===== config.mk =====
export PLATFORM = sky130hd
export DESIGN_NAME = branch_resolve_unit
export DESIGN_NICKNAME = d
export VERILOG_FILES = /design/src/rtl/branch_resolve_unit.sv
export SDC_FILE = /design/constraint.sdc
export NUM_CORES = 1
export LEC_CHECK = 0
export ABC_AREA = 1
export CAP_MARGIN = 10
export CORE_ASPECT_RATIO = 0.5
export CORE_MARGIN = 3
export CORE_UTILIZATION = 43
export CTS_CLUSTER_DIAMETER = 150
export CTS_CLUSTER_SIZE = 40
export DETAILED_ROUTE_END_ITERATION = 8
export PLACE_DENSITY = 0.86
export SETUP_SLACK_MARGIN = 0.05
export SYNTH_ARGS = -nofsm -noshare
export SYNTH_HDL_FRONTEND = slang
export SYNTH_SLANG_ARGS = --single-unit
export TNS_END_PERCENT = 10

===== constraint.sdc =====
create_clock -name clk -period 1.8 [get_ports clk]
set_input_delay 0.18 -clock clk [delete_from_list [all_inputs] [get_ports clk]]
set_output_delay 0.18 -clock clk [all_outputs]
set_load 0.02 [all_outputs]

===== src/rtl/branch_resolve_unit.sv =====
`default_nettype none
// ============================================================================
// Module   : branch_resolve_unit
// Brief    : Registered MIPS-I conditional-branch resolution stage. It
//            evaluates BEQ/BNE/BLEZ/BGTZ/BLTZ/BGEZ, computes the next PC,
//            sequences the wrong-path flush after a taken branch, and keeps
//            saturating branch statistics.
// Revision : 1.0 - initial release
// ============================================================================
module branch_resolve_unit #(
    parameter int W            = 32,
    parameter int FLUSH_CYCLES = 2,
    parameter int CNT_W        = 16
) (
    input  logic             clk,
    input  logic             rst,
    input  logic             in_valid,
    input  logic             stall,
    input  logic [5:0]       op,
    input  logic [4:0]       rt_field,
    input  logic [W-1:0]     rs_data,
    input  logic [W-1:0]     rt_data,
    input  logic [W-1:0]     pc_plus4,
    input  logic [15:0]      imm,
    output logic             ready,
    output logic             out_valid,
    output logic             is_branch,
    output logic             taken,
    output logic [W-1:0]     target,
    output logic             flush,
    output logic [CNT_W-1:0] branch_cnt,
    output logic [CNT_W-1:0] taken_cnt
);

    // Opcode and REGIMM rt selectors of the supported branches
    localparam logic [5:0] c_OP_REGIMM = 6'd1;
    localparam logic [5:0] c_OP_BEQ    = 6'd4;
    localparam logic [5:0] c_OP_BNE    = 6'd5;
    localparam logic [5:0] c_OP_BLEZ   = 6'd6;
    localparam logic [5:0] c_OP_BGTZ   = 6'd7;
    localparam logic [4:0] c_RT_BLTZ   = 5'd0;
    localparam logic [4:0] c_RT_BGEZ   = 5'd1;

    // Flush sequencer states
    localparam logic [0:0] c_ST_IDLE  = 1'b0;
    localparam logic [0:0] c_ST_FLUSH = 1'b1;

    // The flush down-counter only needs to hold FLUSH_CYCLES-1
    localparam int c_FCNT_W = (FLUSH_CYCLES > 1) ? $clog2(FLUSH_CYCLES) : 1;
    localparam logic [c_FCNT_W-1:0] c_FCNT_LOAD = c_FCNT_W'(FLUSH_CYCLES - 1);

    logic [0:0]          r_state;
    logic [c_FCNT_W-1:0] r_fcnt;
    logic                r_out_valid;
    logic                r_is_branch;
    logic                r_taken;
    logic [W-1:0]        r_target;
    logic [CNT_W-1:0]    r_branch_cnt;
    logic [CNT_W-1:0]    r_taken_cnt;

    logic                w_ready;
    logic                w_accept;
    logic                w_is_branch;
    logic                w_taken;
    logic                w_rs_neg;
    logic                w_rs_zero;
    logic [W-1:0]        w_imm_ext;
    logic [W-1:0]        w_offset;
    logic [W-1:0]        w_target;

    // Acceptance depends only on stall and the sequencer state
    assign w_ready  = !stall && (r_state == c_ST_IDLE);
    assign w_accept = in_valid && w_ready;

    // Signed zero-compares reduce to the sign bit and a zero detect
    assign w_rs_neg  = rs_data[W-1];
    assign w_rs_zero = (rs_data == '0);

    // Word offset: sign-extend the 16-bit field, then scale by 4; wrap is silent
    assign w_imm_ext = {{(W-16){imm[15]}}, imm};
    assign w_offset  = w_imm_ext << 2;
    assign w_target  = w_taken ? (pc_plus4 + w_offset) : pc_plus4;

    // Branch decode and condition evaluation
    always_comb begin
        w_is_branch = 1'b0;
        w_taken     = 1'b0;
        case (op)
            c_OP_BEQ: begin
                w_is_branch = 1'b1;
                w_taken     = (rs_data == rt_data);
            end
            c_OP_BNE: begin
                w_is_branch = 1'b1;
                w_taken     = (rs_data != rt_data);
            end
            c_OP_BLEZ: begin
                w_is_branch = 1'b1;
                w_taken     = w_rs_neg || w_rs_zero;
            end
            c_OP_BGTZ: begin
                w_is_branch = 1'b1;
                w_taken     = !w_rs_neg && !w_rs_zero;
            end
            c_OP_REGIMM: begin
                if (rt_field == c_RT_BLTZ) begin
                    w_is_branch = 1'b1;
                    w_taken     = w_rs_neg;
                end else if (rt_field == c_RT_BGEZ) begin
                    w_is_branch = 1'b1;
                    w_taken     = !w_rs_neg;
                end
            end
            default: begin
                w_is_branch = 1'b0;
                w_taken     = 1'b0;
            end
        endcase
    end

    // Flush sequencer: a taken branch opens FLUSH_CYCLES unstalled flush cycles
    always_ff @(posedge clk) begin
        if (rst) begin
            r_state <= c_ST_IDLE;
            r_fcnt  <= '0;
        end else if (!stall) begin
            case (r_state)
                c_ST_IDLE: begin
                    if (w_accept && w_taken) begin
                        r_state <= c_ST_FLUSH;
                        r_fcnt  <= c_FCNT_LOAD;
                    end
                end
                c_ST_FLUSH: begin
                    if (r_fcnt == '0) begin
                        r_state <= c_ST_IDLE;
                    end else begin
                        r_fcnt <= r_fcnt - c_FCNT_W'(1);
                    end
                end
                default: begin
                    r_state <= c_ST_IDLE;
                    r_fcnt  <= '0;
                end
            endcase
        end
    end

    // Result registers: load on acceptance, otherwise drop the flags but keep target
    always_ff @(posedge clk) begin
        if (rst) begin
            r_out_valid <= 1'b0;
            r_is_branch <= 1'b0;
            r_taken     <= 1'b0;
            r_target    <= '0;
        end else if (!stall) begin
            if (w_accept) begin
                r_out_valid <= 1'b1;
                r_is_branch <= w_is_branch;
                r_taken     <= w_taken;
                r_target    <= w_target;
            end else begin
                r_out_valid <= 1'b0;
                r_is_branch <= 1'b0;
                r_taken     <= 1'b0;
            end
        end
    end

    // Statistics counters saturate at all-ones instead of wrapping
    always_ff @(posedge clk) begin
        if (rst) begin
            r_branch_cnt <= '0;
            r_taken_cnt  <= '0;
        end else if (!stall && w_accept) begin
            if (w_is_branch && (r_branch_cnt != '1)) begin
                r_branch_cnt <= r_branch_cnt + CNT_W'(1);
            end
            if (w_taken && (r_taken_cnt != '1)) begin
                r_taken_cnt <= r_taken_cnt + CNT_W'(1);
            end
        end
    end

    assign ready      = w_ready;
    assign out_valid  = r_out_valid;
    assign is_branch  = r_is_branch;
    assign taken      = r_taken;
    assign target     = r_target;
    assign flush      = (r_state == c_ST_FLUSH);
    assign branch_cnt = r_branch_cnt;
    assign taken_cnt  = r_taken_cnt;

endmodule
`default_nettype wire


==> results of run 1 <==
==> area by class of cell <==
type	instances	area share
well taps	192	0.0223
multi-input cells	793	0.485
clock inverters	4	0.00209
inverters	139	0.0484
clock buffers	12	0.0238
flip-flops and latches	69	0.129
repair buffers	347	0.290
==> cells in the final DEF (no fill, tap or decap), types with 10 or more instances in the layout <==
cell type          n
buf_4            134
nand3_2           23
nor2_4            12
dfxtp_1           63
dlymetal6s2s_1    13
clkdlybuf4s50_1   78
nand2_1          265
nor2_1            65
nor2_2            22
clkbuf_2          16
nand3_1           48
dlygate4sd2_1     67
inv_1            131
xor2_1            21
a21oi_1           50
nand4_1           56
nand2_2           54
a21oi_2           29
nor3_2            10
clkdlybuf4s15_1   18
ha_4              29
xnor2_1           42
==> worst max-delay path: stages <==
cell           delay, ns
dlygate4sd2_1       0.24
xnor2_1             0.19
nand2_1             0.12
nor2_1              0.16
nand2_1             0.10
nor2_2              0.16
nand2_1             0.09
nand2_2             0.10
nand3_4             0.16
buf_12              0.18
buf_16              0.14
nand2_1             0.07
nand3_1             0.09
a21oi_2             0.13
==> power by group through the flow <==
stage                     Sequential [mW]  Combinational [mW]  Clock (mW)
after CTS                            1.59                1.93        1.68
after global routing                 1.59                2.32        1.74
after global placement               1.62                1.72           0
after detailed placement             1.62                1.75           0
final                                1.59                2.20        1.68
after floorplan                      1.67               0.786           0
==> sequential cells by signal (all words and copies together), names as in the netlist <==
register	cells
taken	1
branch_cnt	16
target	32
flush	1
r_fcnt	1
out_valid	1
taken_cnt	16
is_branch	1
==> cells in the mapped netlist (2+ instances only) <==
cell type  count  area (sq um)
o21ai_0       12          60.1
clkbuf_1      20          75.1
dfxtp_1       69          1380
buf_1          7          26.3
xor2_1        23           201
buf_6          3          33.8
inv_1        137           514
nand4_1       56           350
nor3_1        19          95.1
nand3_2        2          20.0
buf_4          2          15.0
xnor2_1       46           403
a21oi_1       80           400
ha_1          31           388
nor2_1        98           368
nand2_1      325          1220
o21bai_1       6          45.0
nand3b_1       4          30.0
nand3_1       73           365
inv_2          2          7.51
nor4_1         5          31.3
a31oi_1        4          25.0
==> worst paths after layout <==
path                     start       endpoint  slack (ns)  cells past startpoint
setup reg to reg  taken_cnt[0]  taken_cnt[13]        0.15                      9
hold / removal             rst  taken_cnt[11]        0.23                      2
hold reg to reg     target[27]     target[27]        0.46                      2
setup / recovery   rt_data[25]     target[19]       -0.04                     14
==> cells by family (layout without fill, tap and decap cells) <==
family | after synthesis | count (layout) | share of synthesized area
xor+xnor | 69 | 69 | 0.0984
buf+inv | 172 | 502 | 0.110
fa+ha+maj | 32 | 32 | 0.0664
simple gates | 586 | 587 | 0.411
flops | 69 | 69 | 0.225
compound gates | 105 | 105 | 0.0896
==> stage by stage <==
step,power [mW],std cells
final,5.47,1556
after global routing,5.66,1556
after CTS,5.19,1544
after detailed placement,3.37,1512
after global placement,3.34,1512
after floorplan,2.45,1033
==> per-layer routing <==
| metal | vias up | track usage |
|---|---|---|
| met1 | 4041 | 0.384 |
| met2 | 493 | 0.556 |
| met5 | - | 0 |
| met4 | 0 | 0.131 |
| met3 | 122 | 0.0483 |
| li1 | 3992 | - |
==> what timing repair did <==
item,4_1_cts,5_1_grt
gates cloned,4,0
gates resized for setup,227,206
endpoints found under the setup margin,58,65
hold endpoints to repair,0,0
pin swaps,65,109
buffers inserted,12,15
==> metrics, run 1 <==
outcome finished, violations left; failing checks DRC, setup timing; combinational share of power 0.402; WL met3 2360 um; Sequential Area 1390 sq um; CP required 2.07 ns; multi-input combinational cell area 5230 sq um; Max FO, Critical Path 7; Core Footprint 13800 sq um; Seq/Total Area, Yosys 0.225; Max transition margin 0.710; Yosys reg bits 69; pin count of the biggest net entering global routing 48; max-cap violation count 0; FP Rows 30; RD Place Congestion 0.951; DR top layer met4; critical path class input port to flip-flop; design area 10800 sq um; CTS max path bufs 2; Clock Latency Late Sink 0.33 ns; total of warnings raised by yosys 0; distinct cell type count after synthesis 31; CTS Hold Bufs 0; antenna violations before repair 0; share of cells above drive strength 1 0.300; critical path data arrival time 2.11 ns; Period minus WS final 1.84 ns; Initial Util 0.446; final worst slack -0.0371 ns; top_reg_cell synth dfxtp_1; Syn Inst Count 1033; Area Growth Syn to Fin 75.5%; Power Density 507 nW/um^2; Final Skew 0.00707 ns; # IOs 196; CTS H-tree depth 3; Routed WL per cell 17.7 um; cell-internal power 3.61 mW; Max Freq 544 MHz; dpl ws -0.778 ns; final hold vios 0; GRT overflow 0; Final Max Tran Viols 0; IO buf count 195; setup TNS -0.294 ns; Pleak 4.82 nW; met2 wire length 13500 um; clock power share 0.307; vias in the first global route 8274; Final HPWL DP 18500 um; syn_area_per_cell 5.95 sq um; Total GRT Usage 0.315; nets@finish 1518; DRT antenna net count 0; ys async rst share 0; CTS Root Cell clkbuf_16; synthesized net count 1192; Post-synth EDFFs 0; final core utilization 0.783; RSZ-0062 raised after global routing true; first-pass GRT wire length 40800 um; HP Class input port to flip-flop; Post-DP Area 9180 sq um; final wirelength 27500 um; DR vias 8648; die area 15800 sq um; Seq pwr share 0.291; n_diodes 0; Syn Std Cell Area 6140 sq um; CTS Buf Count 9; Final Hold Slack 0.232 ns; CTS tree done; starting DRC count in detailed routing 775; Vias/cell 5.56; Worst-path clk slew 0.06 ns; drt drc 1; Filler cells 877; CP startpoint kind input port; drt pass-1 iters 7; Die W 175 um; Psw 1.86 mW; Max VDD drop 0.000472 V; routed length on met1 10400 um; Switching Share 0.340; Slew @ Worst Pin 0.434 ns; Crit. End Element flip-flop; Die Y 90.5 um; clock sink count 69; period utilization 1.02; final setup vio count 15
Power figures use the tool's default switching activity.
==> inputs of run 2 (changes only) <==
--- a/config.mk
+++ b/config.mk
@@ -15,6 +15,7 @@
 export DETAILED_ROUTE_END_ITERATION = 8
 export PLACE_DENSITY = 0.86
 export SETUP_SLACK_MARGIN = 0.05
+export SLEW_MARGIN = 20
 export SYNTH_ARGS = -nofsm -noshare
 export SYNTH_HDL_FRONTEND = slang
 export SYNTH_SLANG_ARGS = --single-unit
==> results of run 2 <==
The final DEF is identical to that of run 1; final timing and power are the same.
==> inputs of run 3 (changes only) <==
--- a/config.mk
+++ b/config.mk
@@ -13,6 +13,7 @@
 export CTS_CLUSTER_DIAMETER = 150
 export CTS_CLUSTER_SIZE = 40
 export DETAILED_ROUTE_END_ITERATION = 8
+export MAX_ROUTING_LAYER = met4
 export PLACE_DENSITY = 0.86
 export SETUP_SLACK_MARGIN = 0.05
 export SLEW_MARGIN = 20
==> run 3 against run 2 <==
Non-clock buffer count down 7. Critical endpoint is now taken_cnt[8]. Clock power up 2%. The run ends with setup timing left. Critical path depth is 5 lower. Core utilization down 0.39 points. Global-route usage is 0.083 points higher.
==> metrics, run 3 (same netlist as run 1, synthesis figures left out) <==
outcome finished, violations left (unchanged); failing checks setup timing (was DRC, setup timing); Placed Instances 1508 (was 1512); CTS Buf Count 9 (unchanged); RSZ-0062 raised after global routing true (unchanged); Final Max Tran Viols 0 (unchanged); GRT overflow 0 (unchanged); Clock Latency Late Sink 0.34 ns (was 0.33 ns); final worst slack -0.102 ns (was -0.0371 ns); CTS tree done (unchanged); Routed WL per cell 17.3 um (was 17.7 um); Initial Util 0.446 (unchanged); Max transition margin 0.703 (was 0.710); drt drc 0 (was 1); Final HPWL DP 18500 um (about the same); Crit. End Element flip-flop (unchanged); IO buf count 195 (unchanged); dpl ws -0.777 ns (was -0.778 ns); starting DRC count in detailed routing 975 (was 775); drt pass-1 iters 6 (was 7); Area Growth Syn to Fin 74.6% (was 75.5%); commonest non-fill, non-tap cell in the layout nand2_1 (unchanged); # IOs 196 (unchanged); DRT antenna net count 0 (unchanged); CTS Root Cell clkbuf_16 (unchanged); DR vias 8658 (was 8648); antenna violations before repair 0 (unchanged); final setup vio count 1 (was 15); first-pass GRT wire length 40200 um (was 40800 um); FP Rows 30 (unchanged); nets@finish 1511 (was 1518); CTS H-tree depth 3 (unchanged); share of cells above drive strength 1 0.269 (was 0.300); critical path data arrival time 2.17 ns (was 2.11 ns); pin count of the biggest net entering global routing 48 (unchanged); max-cap violation count 0 (unchanged); Total GRT Usage 0.316 (was 0.315); critical path class flip-flop to flip-flop (was input port to flip-flop); Slew @ Worst Pin 0.446 ns (was 0.434 ns); Vias/cell 5.59 (was 5.56); period utilization 1.06 (was 1.02); vias in the first global route 8167 (was 8274); Pleak 4.88 nW (was 4.82 nW); Period minus WS final 1.90 ns (was 1.84 ns); final hold vios 0 (unchanged); non-filler instance count after layout 1549 (was 1556); Die W 175 um (unchanged); Max FO, Critical Path 5 (was 7); Power Density 508 nW/um^2 (was 507 nW/um^2); CP required 2.07 ns (about the same); CP startpoint kind flip-flop (was input port); Max VDD drop 0.000482 V (was 0.000472 V); Tot Pwr 5.45 mW (was 5.47 mW); clock sink count 69 (unchanged); Final Skew 0.0102 ns (was 0.00707 ns); Worst-path clk slew 0.06 ns (about the same); CTS max path bufs 2 (unchanged); final wirelength 26900 um (was 27500 um); Die Y 90.5 um (unchanged); Core Footprint 13800 sq um (unchanged); die area 15800 sq um (unchanged); most frequent cells in the layout nand2_1 (276), inv_1 (129), buf_4 (129) (was nand2_1 (265), buf_4 (134), inv_1 (131)); HP Class input port to flip-flop (unchanged); RD Place Congestion 0.977 (was 0.951); max reg flops 32 (unchanged); Max Freq 526 MHz (was 544 MHz)
-- run 3: repair_timing --
item	4_1_cts	5_1_grt
pin swaps	91	101
hold buffers	0	0
buffers inserted	9	12
gates cloned	4	0
resized for setup	220	165
endpoints found under the setup margin	64	63
-- run 3: final timing paths --
kind / from / endpoint / slack, ns / depth (start not counted)
worst max-delay path: taken_cnt[0] / taken_cnt[8] / -0.10 / 9
worst min register to register: taken / taken / 0.46 / 2
worst min-delay path: rst / taken_cnt[12] / 0.23 / 2
worst max register to register: taken_cnt[0] / taken_cnt[8] / -0.10 / 9
-- run 3: cell type report --
type	count	area, sq um
sequential	69	1390
clock inverter	2	35.0
antenna	2	5.00
tap	192	240
clock buffer	12	246
timing repair buffer	340	3140
fill	921	3040
multi-input combinational	793	5150
inverter	139	522
-- run 3: layer usage --
| layer | global-route usage | vias up | routed length (um) |
|---|---|---|---|
| met1 | 0.388 | 4031 | 10400 |
| met5 | - | - | 0 |
| met4 | 0.0981 | 0 | 1170 |
| met3 | 0.0466 | 129 | 2190 |
| met2 | 0.538 | 523 | 13100 |
| li1 | - | 3975 | - |
-- run 3: report_power, final --
part | switching (mW) | internal [mW]
combinational | 1.13 | 1.02
sequential | 0.0230 | 1.57
clock | 0.625 | 1.09
-- run 3: critical path, cell delays in order (launching register included) --
cell and delay [ns]:
dfxtp_4 0.37, ha_2 0.19, nand2_1 0.08, inv_1 0.07, nand3_2 0.10, buf_4 0.17
nand3b_1 0.21, xnor2_1 0.29, nand4_1 0.19, a21oi_2 0.17
-- run 3: stage by stage --
stage	hold WS [ns]	instance area, sq um	setup TNS, ns	utilization
6_report	0.235	10700	-0.102	0.779
5_1_grt	0.261	10700	-0.633	0.779
4_1_cts	0.230	10200	0	0.740
3_5_place_dp	0.457	9150	-32.30	0.664
3_3_place_gp	0.452	9150	-27.51	0.664
2_1_floorplan	0.320	6160	-0.0586	-
==> variant (config.mk and constraints of run 2) <==
Make the reset (`rst`) asynchronous in 3 clocked blocks.
--- a/src/rtl/branch_resolve_unit.sv
+++ b/src/rtl/branch_resolve_unit.sv
@@ -121,3 +121,3 @@
     // Flush sequencer: a taken branch opens FLUSH_CYCLES unstalled flush cycles
-    always_ff @(posedge clk) begin
+    always_ff @(posedge clk or posedge rst) begin
         if (rst) begin
@@ -149,3 +149,3 @@
     // Result registers: load on acceptance, otherwise drop the flags but keep target
-    always_ff @(posedge clk) begin
+    always_ff @(posedge clk or posedge rst) begin
         if (rst) begin
@@ -170,3 +170,3 @@
     // Statistics counters saturate at all-ones instead of wrapping
-    always_ff @(posedge clk) begin
+    always_ff @(posedge clk or posedge rst) begin
         if (rst) begin
Check against the original RTL: differs if rst is asserted again (counterexample within 4 cycles, from zero or initial values and one cycle with rst high); with rst held inactive, the same outputs for 10 cycles.
==> variant against run 2 <==
- the flow finishes with violations (negative setup slack)
- area after synthesis rose by 6.0%
- largest power group unchanged
- clock skew increased by 0.0034 ns
- sequential cell count stayed put
- design area up 4.6%
- clock power rose by 14%
- non-clock buffer count shrank 26
- power increased by 17%
- combinational power rose by 21%
- wire length is 3.0% higher
- worst setup slack worse by 0.015 ns
==> variant: results <==
sta:
  finalSetupViolCount: 4
  fin_crit_ns: 1.852
  setup_tns_ns: -0.1503
  slew_headroom_pct: 71.75
  setup_ws_ns: -0.05220
  skew_ns: 0.01048
hold_path:
  hold_class: "input pin to asynchronous set/reset pin"
yosys:
  avgSynthCellArea_um2: 6.159
  async_reset_ff_share_pct: 100.0
  synthesis.nets: 1217
  synthFlopType: "dfrtp_1"
  synthTopCellsByCount: "nand2_1 (411), inv_1 (147), nor2_1 (83)"
  yosysSeqAreaShare_pct: 26.50
  synthDistinctLibCells: 32
  synth_area_leaders: "dfrtp_1 (26%), nand2_1 (24%), inv_1 (8.5%)"
pwr:
  pwr-share-comb_pct: 41.8
  comb_cell_power_mw: 2.67
  peakVddDrop_mv: 0.5457
  swShare_pct: 34.72
  pg_seq_mw: 1.80
  leakagePower_nw: 6.245
status:
  status: "finished with violations"
  violations: "negative setup slack"
critical_path:
  arrival_ns: 2.08
  cp_slowest_stage_delay_ns: 0.30
  path_max_fanout: 3
  critPathSlowestCell: "dlygate4sd2_1"
place:
  place.gp.congestion: 0.9302
  place_ws_ns: -0.6494
  dpl_cell_area_um2: 9392
  dp_cells: 1525
  place_hpwl_um: 18240
drt:
  firstDrtPassIters: 8
  viasPerCell: 5.626
  wl_um: 28320
  dr.first_iter.drc_count: 977
global_routing:
  grt_pass1_wl_um: 38440
  track_usage_pct: 27.91
  grt_max_degree: 61
  antenna_found_initial: 2
  grt_pass1_vias: 7856
clocking:
  cts_resized: 122
  post_cts_buffers: 5
  clk_path_buf_depth: 2
  clk_latency_ns: 0.34
  root_buffer: "clkbuf_16"
layout:
  layout.cells.non_filler: 1569
  largest_register_ffs: 32
  fill_cells: 906
  drive_gt1_share_pct: 24.78
-- variant: layer usage --
metal,share of wire (%),vias to the layer above,GRT usage [%]
met4,4.8,0,9.509
met2,49,580,49.31
met3,8.9,141,5.012
li1,-,3940,-
met1,38,4166,34.90
met5,0,-,0
-- variant: critical path, delay by kind of cell --
family          cells  cell delay (ns)
simple gates        6             0.59
buf+inv             3             0.49
compound gates      2             0.34
fa+ha+maj           1             0.30
xor+xnor            1             0.17
-- variant: cell families (layout without fill, tap and decap cells) --
| logic type | Yosys count | in the layout | share of synthesized area, % |
|---|---|---|---|
| AOI/OAI and AO/OA | 54 | 54 | 4.455 |
| other | 0 | 3 | 0 |
| buffers and inverters | 182 | 492 | 11.16 |
| DFF | 69 | 69 | 26.50 |
| adders and majority gates | 32 | 32 | 6.260 |
| and+or+nand+nor | 655 | 655 | 42.76 |
| xor gates and xnor gates | 66 | 66 | 8.871 |
-- variant: layout make-up --
| cell class | count | area, um^2 | share of cell area, % |
|---|---|---|---|
| clock buffer | 10 | 239.0 | 2.118 |
| clock inverter | 5 | 85.08 | 0.7540 |
| sequential | 69 | 1730 | 15.33 |
| antenna | 3 | 7.507 | 0.06653 |
| tap | 198 | 247.7 | 2.195 |
| timing repair buffer | 321 | 3246 | 28.76 |
| multi-input combinational | 807 | 5140 | 45.55 |
| inverter | 156 | 589.3 | 5.222 |
-- variant: path summary, 6_finish.rpt --
path	depth (start not counted)	slack, ns	start	end
min reg2reg	2	0.48	taken	taken
min in group clk	5	0.34	pc_plus4[30]	target[30]
max	13	-0.05	pc_plus4[13]	target[20]
min	2	0.17	rst	branch_cnt[3]
max in group asynchronous	3	1.04	rst	taken_cnt[0]
max reg2reg	9	0.03	taken_cnt[2]	taken_cnt[13]
